--- src/rtl/nametable_wr_if.sv ---
// -----------------------------------------------------------------------------
// nametable_wr_if
//   Bundles every bus signal of the nametable/attribute RAM write arbiter:
//   the buffered CPU write port with its FIFO status and overflow flag, the
//   scroll engine valid/ready write port, the registered RAM write port and
//   the busy indicator.
//
//   modport slave  : the arbiter's view (requests in, RAM port/status out)
//   modport master : the requesters' / RAM side view (the opposite direction)
//
//   Parameter FIFO_DEPTH must match the arbiter instance; it sizes
//   cpu_fifo_level ($clog2(FIFO_DEPTH)+1 bits, so the value FIFO_DEPTH fits).
// -----------------------------------------------------------------------------
interface nametable_wr_if #(
  parameter int FIFO_DEPTH = 4
);
  localparam int LVL_W = $clog2(FIFO_DEPTH) + 1;

  // CPU write path
  logic             cpu_wr_en;
  logic             cpu_wr_sel;      // 0 = nametable, 1 = attribute table
  logic [3:0]       cpu_wr_be;
  logic [8:0]       cpu_wr_addr;
  logic [31:0]      cpu_wr_data;
  logic             cpu_fifo_full;
  logic [LVL_W-1:0] cpu_fifo_level;
  logic             cpu_overflow;
  logic             ovf_clr;

  // Scroll engine copy path
  logic             scr_valid;
  logic             scr_ready;
  logic             scr_sel;
  logic [3:0]       scr_be;
  logic [8:0]       scr_addr;
  logic [31:0]      scr_data;

  // RAM write port
  logic [3:0]       ram_name_we;
  logic [3:0]       ram_attr_we;
  logic [8:0]       ram_addr;
  logic [31:0]      ram_wdata;

  logic             busy;

  modport slave (
    input  cpu_wr_en, cpu_wr_sel, cpu_wr_be, cpu_wr_addr, cpu_wr_data, ovf_clr,
    input  scr_valid, scr_sel, scr_be, scr_addr, scr_data,
    output cpu_fifo_full, cpu_fifo_level, cpu_overflow,
    output scr_ready,
    output ram_name_we, ram_attr_we, ram_addr, ram_wdata,
    output busy
  );

  modport master (
    output cpu_wr_en, cpu_wr_sel, cpu_wr_be, cpu_wr_addr, cpu_wr_data, ovf_clr,
    output scr_valid, scr_sel, scr_be, scr_addr, scr_data,
    input  cpu_fifo_full, cpu_fifo_level, cpu_overflow,
    input  scr_ready,
    input  ram_name_we, ram_attr_we, ram_addr, ram_wdata,
    input  busy
  );
endinterface

--- src/rtl/nametable_wr_arbiter.sv ---
// -----------------------------------------------------------------------------
// nametable_wr_arbiter
//   Shares the single nametable/attribute RAM write port between the CPU
//   write path (buffered in a small FIFO) and the scroll engine's
//   flash-to-nametable copy (valid/ready, no storage here).
//
//   Scroll traffic wins by default. While CPU entries wait, at most
//   STARVE_MAX consecutive scroll grants are given before one CPU entry is
//   forced out, so the CPU FIFO always drains.
//
//   The winner of each cycle is loaded into the RAM output register, so a
//   granted write appears on ram_* exactly one cycle after its grant.
//
// Ports
//   clk  : 100 MHz clock
//   rstn : asynchronous active-low reset
//   bus  : nametable_wr_if.slave
//          cpu_wr_*        CPU write strobe/target/enables/address/data
//          cpu_fifo_full   FIFO count == FIFO_DEPTH
//          cpu_fifo_level  current FIFO count
//          cpu_overflow    sticky: a CPU write was dropped (ovf_clr clears)
//          scr_*           scroll request; scr_ready is combinational
//          ram_*           registered RAM write port
//          busy            scroll request, FIFO non-empty or write in flight
// -----------------------------------------------------------------------------
module nametable_wr_arbiter #(
  parameter int FIFO_DEPTH = 4,   // power of 2, >= 2
  parameter int STARVE_MAX = 8    // max consecutive scroll grants vs waiting CPU
) (
  input logic           clk,
  input logic           rstn,
  nametable_wr_if.slave bus
);

  localparam int PTR_W = $clog2(FIFO_DEPTH);
  localparam int LVL_W = PTR_W + 1;
  localparam int STV_W = $clog2(STARVE_MAX + 1);

  typedef enum logic [1:0] {
    OWN_IDLE,
    OWN_SCR,
    OWN_CPU
  } owner_e;

  typedef struct packed {
    logic        sel;
    logic [3:0]  be;
    logic [8:0]  addr;
    logic [31:0] data;
  } wr_req_t;

  // ---------------------------------------------------------------------------
  // State
  // ---------------------------------------------------------------------------
  wr_req_t          fifo_mem [FIFO_DEPTH];
  logic [PTR_W-1:0] wr_ptr_q,  wr_ptr_d;
  logic [PTR_W-1:0] rd_ptr_q,  rd_ptr_d;
  logic [LVL_W-1:0] count_q,   count_d;
  logic             ovf_q,     ovf_d;
  logic [STV_W-1:0] starve_q,  starve_d;
  owner_e           owner_q,   owner_d;
  logic [3:0]       name_we_q, name_we_d;
  logic [3:0]       attr_we_q, attr_we_d;
  logic [8:0]       addr_q,    addr_d;
  logic [31:0]      wdata_q,   wdata_d;

  // Combinational helpers
  logic    fifo_ne;
  logic    fifo_full;
  logic    push;
  logic    drop;
  logic    pop;
  wr_req_t cpu_req;
  wr_req_t head_req;
  wr_req_t win_req;

  assign cpu_req  = '{sel:  bus.cpu_wr_sel,
                      be:   bus.cpu_wr_be,
                      addr: bus.cpu_wr_addr,
                      data: bus.cpu_wr_data};
  assign head_req = fifo_mem[rd_ptr_q];

  // ---------------------------------------------------------------------------
  // Next-state logic
  // ---------------------------------------------------------------------------
  always_comb begin
    // NOTE: every signal written here gets a default first, so no path can
    // leave one unassigned and infer a latch.
    owner_d   = OWN_IDLE;
    starve_d  = starve_q;
    wr_ptr_d  = wr_ptr_q;
    rd_ptr_d  = rd_ptr_q;
    count_d   = count_q;
    ovf_d     = ovf_q;
    name_we_d = '0;
    attr_we_d = '0;
    addr_d    = addr_q;
    wdata_d   = wdata_q;
    win_req   = head_req;

    // Fullness is judged on the registered count, before any same-cycle pop:
    // a write that arrives while full is dropped even if an entry leaves now.
    fifo_ne   = (count_q != '0);
    fifo_full = (count_q == LVL_W'(FIFO_DEPTH));
    push      = bus.cpu_wr_en && !fifo_full;
    drop      = bus.cpu_wr_en &&  fifo_full;

    // Owner decision: starvation limit first, then scroll, then CPU.
    if (fifo_ne && (starve_q == STV_W'(STARVE_MAX))) begin
      owner_d = OWN_CPU;
    end else if (bus.scr_valid) begin
      owner_d = OWN_SCR;
    end else if (fifo_ne) begin
      owner_d = OWN_CPU;
    end

    pop = (owner_d == OWN_CPU);

    // Starvation counter only tracks scroll grants that keep the CPU waiting.
    if (!fifo_ne || pop) begin
      starve_d = '0;
    end else if ((owner_d == OWN_SCR) && (starve_q != STV_W'(STARVE_MAX))) begin
      starve_d = starve_q + STV_W'(1);
    end

    // FIFO bookkeeping; pointers wrap naturally because the depth is 2^PTR_W.
    if (push) wr_ptr_d = wr_ptr_q + PTR_W'(1);
    if (pop)  rd_ptr_d = rd_ptr_q + PTR_W'(1);
    count_d = count_q + LVL_W'(push) - LVL_W'(pop);

    // A drop in the same cycle as a clear leaves the flag set.
    if (drop) begin
      ovf_d = 1'b1;
    end else if (bus.ovf_clr) begin
      ovf_d = 1'b0;
    end

    // Output register load. An idle cycle only drops the enables; address
    // and data keep their last value.
    if (owner_d == OWN_SCR) begin
      win_req = '{sel:  bus.scr_sel,
                  be:   bus.scr_be,
                  addr: bus.scr_addr,
                  data: bus.scr_data};
    end
    if (owner_d != OWN_IDLE) begin
      name_we_d = win_req.sel ? 4'b0000   : win_req.be;
      attr_we_d = win_req.sel ? win_req.be : 4'b0000;
      addr_d    = win_req.addr;
      wdata_d   = win_req.data;
    end
  end

  // ---------------------------------------------------------------------------
  // Registers
  // ---------------------------------------------------------------------------
  always_ff @(posedge clk or negedge rstn) begin
    // NOTE: sequential state uses non-blocking assignments so every flop
    // samples the values from before this edge, independent of statement order.
    if (!rstn) begin
      owner_q   <= OWN_IDLE;
      starve_q  <= '0;
      wr_ptr_q  <= '0;
      rd_ptr_q  <= '0;
      count_q   <= '0;
      ovf_q     <= 1'b0;
      name_we_q <= '0;
      attr_we_q <= '0;
      addr_q    <= '0;
      wdata_q   <= '0;
    end else begin
      owner_q   <= owner_d;
      starve_q  <= starve_d;
      wr_ptr_q  <= wr_ptr_d;
      rd_ptr_q  <= rd_ptr_d;
      count_q   <= count_d;
      ovf_q     <= ovf_d;
      name_we_q <= name_we_d;
      attr_we_q <= attr_we_d;
      addr_q    <= addr_d;
      wdata_q   <= wdata_d;
    end
  end

  // NOTE: the FIFO storage has no reset; an entry is only ever read after it
  // was written, and the cleared count makes stale contents unreachable.
  always_ff @(posedge clk) begin
    if (push) fifo_mem[wr_ptr_q] <= cpu_req;
  end

  // ---------------------------------------------------------------------------
  // Outputs
  // ---------------------------------------------------------------------------
  // scr_ready and busy are gated with rstn so a held scroll request is never
  // accepted, nor reported, while the block is in reset.
  assign bus.scr_ready      = rstn && (owner_d == OWN_SCR);
  assign bus.busy           = rstn && (bus.scr_valid || fifo_ne || (owner_q != OWN_IDLE));
  assign bus.cpu_fifo_full  = fifo_full;
  assign bus.cpu_fifo_level = count_q;
  assign bus.cpu_overflow   = ovf_q;
  assign bus.ram_name_we    = name_we_q;
  assign bus.ram_attr_we    = attr_we_q;
  assign bus.ram_addr       = addr_q;
  assign bus.ram_wdata      = wdata_q;

endmodule

--- src/flat_wrapper.sv ---
// flat-port wrapper written by rule: the top's interface ports become plain ports
module nametable_wr_arbiter_flat 
#(
  parameter int FIFO_DEPTH = 4,                      
  parameter int STARVE_MAX = 8                                                   
)
  (clk, rstn, bus_cpu_wr_en, bus_cpu_wr_sel, bus_cpu_wr_be, bus_cpu_wr_addr, bus_cpu_wr_data, bus_ovf_clr, bus_scr_valid, bus_scr_sel, bus_scr_be, bus_scr_addr, bus_scr_data, bus_cpu_fifo_full, bus_cpu_fifo_level, bus_cpu_overflow, bus_scr_ready, bus_ram_name_we, bus_ram_attr_we, bus_ram_addr, bus_ram_wdata, bus_busy);
  nametable_wr_if #(.FIFO_DEPTH(FIFO_DEPTH)) bus_i ();
  input logic clk;
  input logic rstn;
  input wire logic [$bits(bus_i.cpu_wr_en)-1:0] bus_cpu_wr_en;
  input wire logic [$bits(bus_i.cpu_wr_sel)-1:0] bus_cpu_wr_sel;
  input wire logic [$bits(bus_i.cpu_wr_be)-1:0] bus_cpu_wr_be;
  input wire logic [$bits(bus_i.cpu_wr_addr)-1:0] bus_cpu_wr_addr;
  input wire logic [$bits(bus_i.cpu_wr_data)-1:0] bus_cpu_wr_data;
  input wire logic [$bits(bus_i.ovf_clr)-1:0] bus_ovf_clr;
  input wire logic [$bits(bus_i.scr_valid)-1:0] bus_scr_valid;
  input wire logic [$bits(bus_i.scr_sel)-1:0] bus_scr_sel;
  input wire logic [$bits(bus_i.scr_be)-1:0] bus_scr_be;
  input wire logic [$bits(bus_i.scr_addr)-1:0] bus_scr_addr;
  input wire logic [$bits(bus_i.scr_data)-1:0] bus_scr_data;
  output wire logic [$bits(bus_i.cpu_fifo_full)-1:0] bus_cpu_fifo_full;
  output wire logic [$bits(bus_i.cpu_fifo_level)-1:0] bus_cpu_fifo_level;
  output wire logic [$bits(bus_i.cpu_overflow)-1:0] bus_cpu_overflow;
  output wire logic [$bits(bus_i.scr_ready)-1:0] bus_scr_ready;
  output wire logic [$bits(bus_i.ram_name_we)-1:0] bus_ram_name_we;
  output wire logic [$bits(bus_i.ram_attr_we)-1:0] bus_ram_attr_we;
  output wire logic [$bits(bus_i.ram_addr)-1:0] bus_ram_addr;
  output wire logic [$bits(bus_i.ram_wdata)-1:0] bus_ram_wdata;
  output wire logic [$bits(bus_i.busy)-1:0] bus_busy;
  assign bus_i.cpu_wr_en = bus_cpu_wr_en;
  assign bus_i.cpu_wr_sel = bus_cpu_wr_sel;
  assign bus_i.cpu_wr_be = bus_cpu_wr_be;
  assign bus_i.cpu_wr_addr = bus_cpu_wr_addr;
  assign bus_i.cpu_wr_data = bus_cpu_wr_data;
  assign bus_i.ovf_clr = bus_ovf_clr;
  assign bus_i.scr_valid = bus_scr_valid;
  assign bus_i.scr_sel = bus_scr_sel;
  assign bus_i.scr_be = bus_scr_be;
  assign bus_i.scr_addr = bus_scr_addr;
  assign bus_i.scr_data = bus_scr_data;
  assign bus_cpu_fifo_full = bus_i.cpu_fifo_full;
  assign bus_cpu_fifo_level = bus_i.cpu_fifo_level;
  assign bus_cpu_overflow = bus_i.cpu_overflow;
  assign bus_scr_ready = bus_i.scr_ready;
  assign bus_ram_name_we = bus_i.ram_name_we;
  assign bus_ram_attr_we = bus_i.ram_attr_we;
  assign bus_ram_addr = bus_i.ram_addr;
  assign bus_ram_wdata = bus_i.ram_wdata;
  assign bus_busy = bus_i.busy;
  nametable_wr_arbiter #(.FIFO_DEPTH(FIFO_DEPTH), .STARVE_MAX(STARVE_MAX)) u_core (.clk(clk), .rstn(rstn), .bus(bus_i));
endmodule
--- config.mk ---
export PLATFORM = sky130hd
export DESIGN_NAME = nametable_wr_arbiter_flat
export DESIGN_NICKNAME = d
export VERILOG_FILES = /design/src/rtl/nametable_wr_if.sv /design/src/rtl/nametable_wr_arbiter.sv /design/src/flat_wrapper.sv
export SDC_FILE = /design/constraint.sdc
export NUM_CORES = 1
export LEC_CHECK = 0
export CAP_MARGIN = 20
export CORE_AREA = 2 2 136 138
export CTS_BUF_LIST = sky130_fd_sc_hd__clkbuf_4
export DETAILED_ROUTE_END_ITERATION = 8
export DIE_AREA = 0 0 138 140
export PLACE_DENSITY = 0.84
export SLEW_MARGIN = 20
export SYNTH_ARGS = -nofsm -noshare
export SYNTH_HDL_FRONTEND = slang
export SYNTH_SLANG_ARGS = --single-unit
--- constraint.sdc ---
create_clock -name clk -period 4.3 [get_ports clk]
set_input_delay 0.86 -clock clk [delete_from_list [all_inputs] [get_ports clk]]
set_output_delay 0.86 -clock clk [all_outputs]
set_load 0.01 [all_outputs]
==> impl_metrics.tcl <==
set metrics [dict create \
    status "finished clean" \
    fmax_ghz 0.280 \
    grt_max_degree 64 \
    place_congestion 0.753 \
    critPathSlowestCell "or3_2" \
    cts_hold_buf 0 \
    wire_per_inst_um 21.8 \
    ys_top_cells_by_count "edfxtp_1, dfrtp_1, nor2_1, o32ai_1, mux4_2" \
    antenna_found_initial 1 \
    async_flop_share 0.255 \
    design_area_um2 12200 \
    clk-insertion-delay-late_ns 0.66 \
    finalMaxSlewViolations 0 \
    grt_overflow 0 \
    grt_pass1_vias 6146 \
    hold_class "input port to asynchronous set/reset pin" \
    period_share 0.831 \
    path_buf_inv 1 \
    yosysSeqAreaShare 0.733 \
    port_buffers 152 \
    maxSlewHeadroom 0.245 \
    p_leak_nw 4.35 \
    initial_core_util 0.545 \
    synth_top_area_share 0.570 \
    clockBufferDepth 3 \
    grt_usage 0.225 \
    finalSetupTns_ns 0 \
    synth_edf_count 184 \
    ant_nets 0 \
    place_area_um2 11300 \
    drt-initial-drc-count 470 \
    cp_top_family "simple AND/OR/NAND/NOR gates" \
    h-tree-depth 2 \
    path_cells "or3_2 -> o41a_1 -> clkdlybuf4s50_1" \
    crit_type "register to output pin" \
    worst_slew_pin_slew_ns 1.13 \
    clockRootBuffer "clkbuf_4" \
    start_kind "register" \
    cts-resized-gates 0 \
    via_per_inst 5.73 \
    syn_area_per_cell_um2 18.6 \
    max_stage_delay_ns 0.72 \
    rows 49 \
    num_vias 5676 \
    yosysWarnings 0 \
    drc 0 \
    critPathArrivalTime_ns 2.71 \
    cts_buffers 60 \
    syn-instance-count 521 \
    nets 816 \
    synth_flop_cell "edfxtp_1" \
    cts_setup_buffers 0 \
    syn_nets 627 \
    critPathMaxFanout 20 \
    synth.most_common_cell "edfxtp_1" \
    end_kind "output pin" \
    finalWorstPathRequiredPeriod_ns 3.57 \
    core_um2 17800 \
    hpwl_mm 13.3 \
    wl_mm 21.6 \
    ir_drop_uv 362 \
    ys_ff_latch 247 \
    crit_required_ns 3.44 \
    dr.pass1.iters 5 \
    ys_types 34 \
    syn2layout_area_growth_pct 25.6 \
    cts_tree "done" \
    setup_viol 0 \
    syn_area_um2 9690 \
    finalClockSkew_ns 0.0307 \
    io_pins 153 \
    dieArea_um2 19300 \
    p_per_area_nw_per_um2 630 \
    synth.largest_area_cell "edfxtp_1" \
    ff2ff_setup_slack_ns 1.46 \
    grt_pass1_wl_mm 33.4 \
    path_clk_slew_ns 0.07 \
    die_x_um 138 \
    fp.dieH_um 140 \
    final-hold-violation-count 0 \
    cts.sinks 247 \
    drive_gt1_frac 0.231 \
    rsz0062_at_grt "no" \
    holdWs_ns 0.439 \
    ys_top_cells_by_area "edfxtp_1, dfrtp_1, mux4_2" \
    drv_cap 0 \
]
per-layer routing:
layer / up-vias / routed length [um] / global-route usage
met4: 0 / 475 / 0.0940
li1: 2503 / - / -
met3: 34 / 1290 / 0.0482
met1: 2899 / 8610 / 0.288
met5: - / 0 / 0
met2: 240 / 11200 / 0.379
layout make-up:
type,count,area [um2]
diodes,1,2.50
clock buffers,103,773
clock inverters,10,68.8
fillers,1136,5610
inverters,12,45.0
multi-input cells,226,2290
flip-flops and latches,247,7110
well taps,229,287
repair buffers,163,1600
path summary, 6_finish.rpt:
kind	from	end	depth (start not counted)
max in group asynchronous	rstn	u_core.rd_ptr_q[0]	2
max reg2reg	u_core.bus.cpu_fifo_level[1]	u_core.bus.ram_addr[7]	5
min in group clk	u_core.starve_q[0]	u_core.starve_q[0]	1
min reg2reg	u_core.starve_q[0]	u_core.starve_q[0]	1
max	u_core.bus.cpu_fifo_level[1]	bus_busy	3
min	rstn	u_core.rd_ptr_q[0]	2
cell usage in the layout, fill, tap and decap left out, types with 2 or more instances in the layout:
master           netlist  final
xor2_1                 2      2
nand3_1                2      2
mux2i_1                4      4
o32ai_1               41     41
clkbuf_4               0    103
nand2_1                3      3
a21oi_1               33     33
edfxtp_1             184    184
xnor2_1                5      5
buf_4                  2     12
ha_1                   8      8
and2_2                 0      4
clkinv_1               0      6
o21ai_0                3      2
clkdlybuf4s50_1        0    150
mux4_2                35     35
nor2_1                53     53
dfrtp_1               63     61
nand2b_2               2      2
inv_1                 12     12
mux4_1                11     11
a21oi_2               10     10
stage by stage:
stage	instances	worst slack, ns	total power [W]	utilization
final	991	0.729	0.00766	0.684
after global routing	991	0.610	0.00802	0.684
after CTS	990	0.682	0.00773	0.684
after detailed placement	877	1.16	0.00571	0.637
after global placement	877	1.26	0.00556	0.637
after floorplan	521	1.55	0.00481	-
registers in the layout, summed over array words and instances (netlist names):
signal and flops:
u_core.fifo_mem 184, u_core.bus.ram_wdata 32, u_core.bus.ram_addr 9, u_core.bus.ram_attr_we 4
u_core.bus.ram_name_we 4, u_core.starve_q 4, u_core.bus.cpu_fifo_level 3, u_core.owner_q 2
u_core.rd_ptr_q 2, u_core.wr_ptr_q 2, u_core.bus.cpu_overflow 1
report_power, final:
group	internal, W	switching (W)
Combinational	0.00109	0.000973
Sequential	0.00318	0.000404
Clock	0.00113	0.000881
cells by family (layout without fill, tap and decap cells):
| logic type | after synthesis | in the layout | share of synthesized area |
|---|---|---|---|
| simple gates | 70 | 70 | 0.0324 |
| other cells | 0 | 1 | 0 |
| compound gates | 90 | 90 | 0.0677 |
| buf+inv | 48 | 288 | 0.0329 |
| xor+xnor | 7 | 7 | 0.00633 |
| fa+ha+maj | 9 | 9 | 0.0124 |
| mux | 50 | 50 | 0.115 |
| flops | 247 | 247 | 0.733 |
No activity file was read; power rests on OpenSTA's default activity.
